## src/rtl/edge_detect_pkg.sv

```systemverilog
// Shared types and limits for the edge detector array.
package edge_detect_pkg;

  typedef enum logic [1:0] {
    EDGE_NONE = 2'd0,
    EDGE_RISE = 2'd1,
    EDGE_FALL = 2'd2,
    EDGE_BOTH = 2'd3
  } edge_mode_t;

  localparam int unsigned MAX_SYNC_STAGES     = 4;
  localparam int unsigned MAX_DEBOUNCE_CYCLES = 65535;
  localparam int unsigned DEB_CNT_W           = 16;

endpackage

```

## src/rtl/edge_detect_channel.sv

```systemverilog
// One channel: synchronizer, optional debounce filter and mode-selected edge pulse.
module edge_detect_channel
  import edge_detect_pkg::*;
#(
  parameter int unsigned SYNC_STAGES     = 2,
  parameter int unsigned DEBOUNCE_CYCLES = 0
) (
  input  logic       clk,
  input  logic       reset,
  input  logic       d,
  input  logic [1:0] mode,
  output logic       pulse,
  output logic       pulse_c
);

  localparam int unsigned SYNC_N = (SYNC_STAGES > MAX_SYNC_STAGES) ? MAX_SYNC_STAGES : SYNC_STAGES;
  localparam int unsigned DEB_N  = (DEBOUNCE_CYCLES > MAX_DEBOUNCE_CYCLES) ?
                                   MAX_DEBOUNCE_CYCLES : DEBOUNCE_CYCLES;

  logic       s;
  logic       a;
  logic       a_prev;
  edge_mode_t mode_e;

  generate
    if (SYNC_N == 0) begin : g_nosync
      assign s = d;
    end else begin : g_sync
      logic [SYNC_N-1:0] sync_q;
      always_ff @(posedge clk) begin
        if (reset) sync_q <= '0;
        else       sync_q <= SYNC_N'({sync_q, d});
      end
      assign s = sync_q[SYNC_N-1];
    end
  endgenerate

  generate
    if (DEB_N == 0) begin : g_nodeb
      always_ff @(posedge clk) begin
        if (reset) a <= 1'b0;
        else       a <= s;
      end
    end else begin : g_deb
      // Filter runs on a registered copy of s so acceptance lands exactly N cycles later.
      localparam logic [DEB_CNT_W-1:0] CNT_LAST = DEB_CNT_W'(DEB_N - 1);
      logic                 s_q;
      logic [DEB_CNT_W-1:0] cnt;
      always_ff @(posedge clk) begin
        if (reset) begin
          s_q <= 1'b0;
          a   <= 1'b0;
          cnt <= '0;
        end else begin
          s_q <= s;
          if (s_q == a) begin
            cnt <= '0;
          end else if (cnt == CNT_LAST) begin
            a   <= s_q;
            cnt <= '0;
          end else begin
            cnt <= cnt + DEB_CNT_W'(1);
          end
        end
      end
    end
  endgenerate

  assign mode_e = edge_mode_t'(mode);

  // Edge qualification against the previous accepted level.
  always_comb begin
    pulse_c = 1'b0;
    case (mode_e)
      EDGE_RISE: pulse_c = a & ~a_prev;
      EDGE_FALL: pulse_c = ~a & a_prev;
      EDGE_BOTH: pulse_c = a ^ a_prev;
      default:   pulse_c = 1'b0;
    endcase
  end

  always_ff @(posedge clk) begin
    if (reset) begin
      a_prev <= 1'b0;
      pulse  <= 1'b0;
    end else begin
      a_prev <= a;
      pulse  <= pulse_c;
    end
  end

endmodule

```

## src/rtl/edge_detect_array.sv

```systemverilog
// Array of independent edge detectors with sticky pending flags and lowest-index encoder.
module edge_detect_array
  import edge_detect_pkg::*;
#(
  parameter int unsigned WIDTH           = 8,
  parameter int unsigned SYNC_STAGES     = 2,
  parameter int unsigned DEBOUNCE_CYCLES = 0,
  localparam int unsigned IDX_W          = (WIDTH > 1) ? $clog2(WIDTH) : 1
) (
  input  logic               clk,
  input  logic               reset,
  input  logic [WIDTH-1:0]   d,
  input  logic [2*WIDTH-1:0] mode,
  input  logic [WIDTH-1:0]   clear,
  output logic [WIDTH-1:0]   pulse,
  output logic [WIDTH-1:0]   pending,
  output logic               any_pending,
  output logic [IDX_W-1:0]   first_idx
);

  logic [WIDTH-1:0] pulse_set;

  generate
    for (genvar i = 0; i < WIDTH; i++) begin : g_ch
      edge_detect_channel #(
        .SYNC_STAGES     (SYNC_STAGES),
        .DEBOUNCE_CYCLES (DEBOUNCE_CYCLES)
      ) u_ch (
        .clk     (clk),
        .reset   (reset),
        .d       (d[i]),
        .mode    (mode[2*i +: 2]),
        .pulse   (pulse[i]),
        .pulse_c (pulse_set[i])
      );
    end
  endgenerate

  // A new edge outranks a clear strobe landing on the same edge.
  always_ff @(posedge clk) begin
    if (reset) pending <= '0;
    else       pending <= (pending & ~clear) | pulse_set;
  end

  assign any_pending = |pending;

  always_comb begin
    first_idx = '0;
    for (int i = WIDTH - 1; i >= 0; i--) begin
      if (pending[i]) first_idx = IDX_W'(i);
    end
  end

endmodule

```

## config.mk

```make
export PLATFORM = sky130hd
export DESIGN_NAME = edge_detect_array
export DESIGN_NICKNAME = d
export VERILOG_FILES = /design/src/rtl/edge_detect_pkg.sv /design/src/rtl/edge_detect_channel.sv /design/src/rtl/edge_detect_array.sv
export SDC_FILE = /design/constraint.sdc
export NUM_CORES = 1
export LEC_CHECK = 0
export ABC_CLOCK_PERIOD_IN_PS = 2400
export BUFFER_PORTS_ARGS = -buffer_cell sky130_fd_sc_hd__buf_2
export CAP_MARGIN = 20
export CORE_UTILIZATION = 55
export CTS_CLUSTER_SIZE = 10
export DETAILED_ROUTE_END_ITERATION = 10
export HOLD_SLACK_MARGIN = 0.12
export PLACE_DENSITY = 0.94
export SYNTH_ARGS = -nofsm -noshare
export SYNTH_HDL_FRONTEND = slang
export SYNTH_SLANG_ARGS = --single-unit
```

## constraint.sdc

```tcl
create_clock -name clk -period 2.4 [get_ports clk]
set_input_delay 0.48 -clock clk [delete_from_list [all_inputs] [get_ports clk]]
set_output_delay 0.48 -clock clk [all_outputs]
set_load 0.03 [all_outputs]
```

==> reports/metrics.csv <==
stage,metric,value,unit
timing,relSlewSlack,61.7,%
logic_synthesis,syn_avg_cell_area,9.76,um^2
clocking,clockBufferDepth,2,
global_routing,first_global_vias,1256,
timing,setup_viol_count_final,0,
logic_synthesis,synth_area,1950,um^2
clocking,clock-root-buffer,clkbuf_4,
cells_and_area,n_antenna_cell,0,
power_and_ir_drop,leakagePower,0.00106,uW
global_routing,grt_use_total,19.0,%
logic_synthesis,ys_ff_latch,48,
setup_path,max_stage_delay,0.37,ns
logic_synthesis,yosysSeqAreaShare,49.2,%
power_and_ir_drop,totalPowerFinal,1350,uW
logic_synthesis,syn-num-nets,250,
cells_and_area,multi_input_area,811,um^2
logic_synthesis,synthMuxAreaShare,0,%
timing,maxSlewViolCount,0,
power_and_ir_drop,peakVddDrop,0.408,mV
floorplan,row_count,21,
floorplan,die_area,3790,um^2
min_path,hp-class,in2reg,
clocking,clock_sinks,48,
global_routing,grt_overflow,0,
setup_path,cp.arrival,1.43,ns
timing,hold-worst-slack,0.322,ns
timing,hold_violations,0,
setup_path,cp_top_family,simple AND/OR/NAND/NOR gates,
timing,rsz0062_at_grt,no,
timing,min_period,1.91,ns
floorplan,initial_core_util,58.0,%
drt,drtAntennaViolNets,0,
drt,wirelength,3170,um
power_and_ir_drop,power_density,595,nW/um^2
cells_and_area,fillers,291,
setup_path,end_kind,output port,
drt,first_iter_violations,73,
timing,fin_worst_skew,0.00331,ns
placed_design,numPortBuffers,53,
cells_and_area,drive_gt1_share,28.7,%
drt,post_drt_wl_per_cell,10.7,um
cells_and_area,nets,300,
logic_synthesis,synth_compound_gate_area_share,10.3,%
setup_path,crit_type,reg2out,
floorplan,core_area,3360,um^2
global_routing,antenna_found_initial,0,
logic_synthesis,yosysWarnings,0,
clocking,cts_setup_buffers,0,
logic_synthesis,synth_cell_type_count,20,
logic_synthesis,synthXorXnorAreaFrac,0,%
drt,drc,0,
drt,via_count,1461,
status,status,completed,
setup_path,critPathBufInv,1,
clocking,cts.repair.resized,0,
clocking,htree_levels,2,
logic_synthesis,syn_inst,200,
setup_path,path_cells,nor4_1 > nor2b_1 > buf_2,
floorplan,die_x,61.6,um
placed_design,gp_congestion,0.757,
logic_synthesis,synth_top_family_by_area,simple AND/OR/NAND/NOR gates,
setup_path,critPathLaunchType,register,
clocking,hold_buffers,0,
cells_and_area,regArea,961,um^2
timing,tightest_slew,0.575,ns
cells_and_area,area_growth,16.3,%
global_routing,grt_max_degree,31,
timing,fmax,524,MHz
drt,drt-pass1-iter-count,4,
floorplan,ios,54,
placed_design,hpwl,2460,um
job,maxCapViolations,0,
clocking,clk_pin_slew,0.12,ns
drt,post_drt_via_cell_ratio,4.92,
timing,fin_setup_tns,0,ns
floorplan,die_y,61.6,um
global_routing,grt_pass1_wl,5070,um
timing,period_share,79.5,%
logic_synthesis,yosys.area_share.simple,21.0,%
logic_synthesis,synth_fa_ha_area_share,10.3,%
setup_path,crit_required,1.92,ns
setup_path,cp_slowest_cell,dfxtp_1,
setup_path,crit_fanout,6,
cells_and_area,layout_common_cells,"buf_2, dfxtp_1, nor2b_1, inv_1, nor2_1",
cells_and_area,mostFrequentLayoutCell,buf_2,
clocking,clk_latency,0.35,ns
clocking,cts_tree,built,
clocking,numCtsBuffers,5,
[registers in the layout, indices dropped and copies added, names as in the netlist]
signal                   flops
g_ch.u_ch.g_sync.sync_q     16
g_ch.u_ch.a                  8
g_ch.u_ch.a_prev             8
g_ch.u_ch.pulse              8
pending                      8
[cell usage after synthesis]
cell,instances,area (um^2)
inv_4,1,6.26
buf_4,9,67.6
o311ai_1,7,61.3
o211ai_1,1,7.51
ha_1,16,200
nand2_1,11,41.3
nor2b_1,39,244
nand3_1,8,40.0
buf_2,4,20.0
o41ai_1,1,8.76
inv_1,23,86.3
a21oi_1,2,10.0
o2111ai_1,1,8.76
nor2_1,17,63.8
nor3b_1,1,7.51
o211ai_2,7,87.6
nor4_1,2,12.5
dfxtp_1,48,961
a311oi_1,1,8.76
a32oi_1,1,8.76
[metrics by stage]
stage          util (%)  setup WS, ns  instance area (um^2)  instances
6_report           67.5         0.492                  2270        297
5_1_grt            67.5         0.316                  2270        297
4_1_cts            67.5         0.481                  2270        297
3_5_place_dp       65.7         0.888                  2210        289
3_3_place_gp       65.7         0.913                  2210        289
2_1_floorplan         -         0.243                  1950        200
[layer usage]
metal  GRT usage (%)  part of all wire (%)  up-vias
met1            19.5                    42      647
met3            7.56                   7.4       14
met4            12.4                   3.5        0
met5               0                     0        -
met2            32.1                    47       61
li1                -                     -      739
[worst register-to-register path, delay by kind of cell (launching register included)]
family	cells	cell delay (ns)
fa+ha+maj	1	0.28
simple gates	1	0.17
compound gates	2	0.21
buf+inv	1	0.05
flops	1	0.35
[power breakdown]
part / internal (uW) / leakage (uW) / total, uW / switching [uW]
Clock: 140 / 0.0000380 / 374 / 235
Combinational: 59.3 / 0.000627 / 145 / 85.3
Sequential: 821 / 0.000392 / 831 / 10.1
Total: 1020 / 0.00106 / 1350 / 330
[cell type report]
class	instances	share of cell area, %
Multi-Input combinational cell	115	35.7
Tap cell	46	2.53
Inverter	24	4.08
Clock inverter	2	0.441
Sequential cell	48	42.3
Timing Repair Buffer	56	12.7
Clock buffer	6	2.26
[final timing paths]
check / from / end / slack (ns) / cells after the start
worst max-delay path: pending[0] / first_idx[2] / 0.49 / 3
worst min-delay path: d[4] / g_ch[4].u_ch.g_sync.sync_q[0] / 0.32 / 2
worst max register to register: g_ch[2].u_ch.a_prev / pending[2] / 1.26 / 5
worst min register to register: g_ch[6].u_ch.g_sync.sync_q[1] / g_ch[6].u_ch.a / 0.45 / 1
[cells by family after synthesis]
| group | count (synthesis) |
|---|---|
| adder cells (fa/ha/maj) | 16 |
| buffers and inverters | 37 |
| AO/OA/AOI/OAI | 21 |
| flip-flops | 48 |
| AND/OR/NAND/NOR | 78 |
Note: power is estimated with default switching activity, not from simulation.
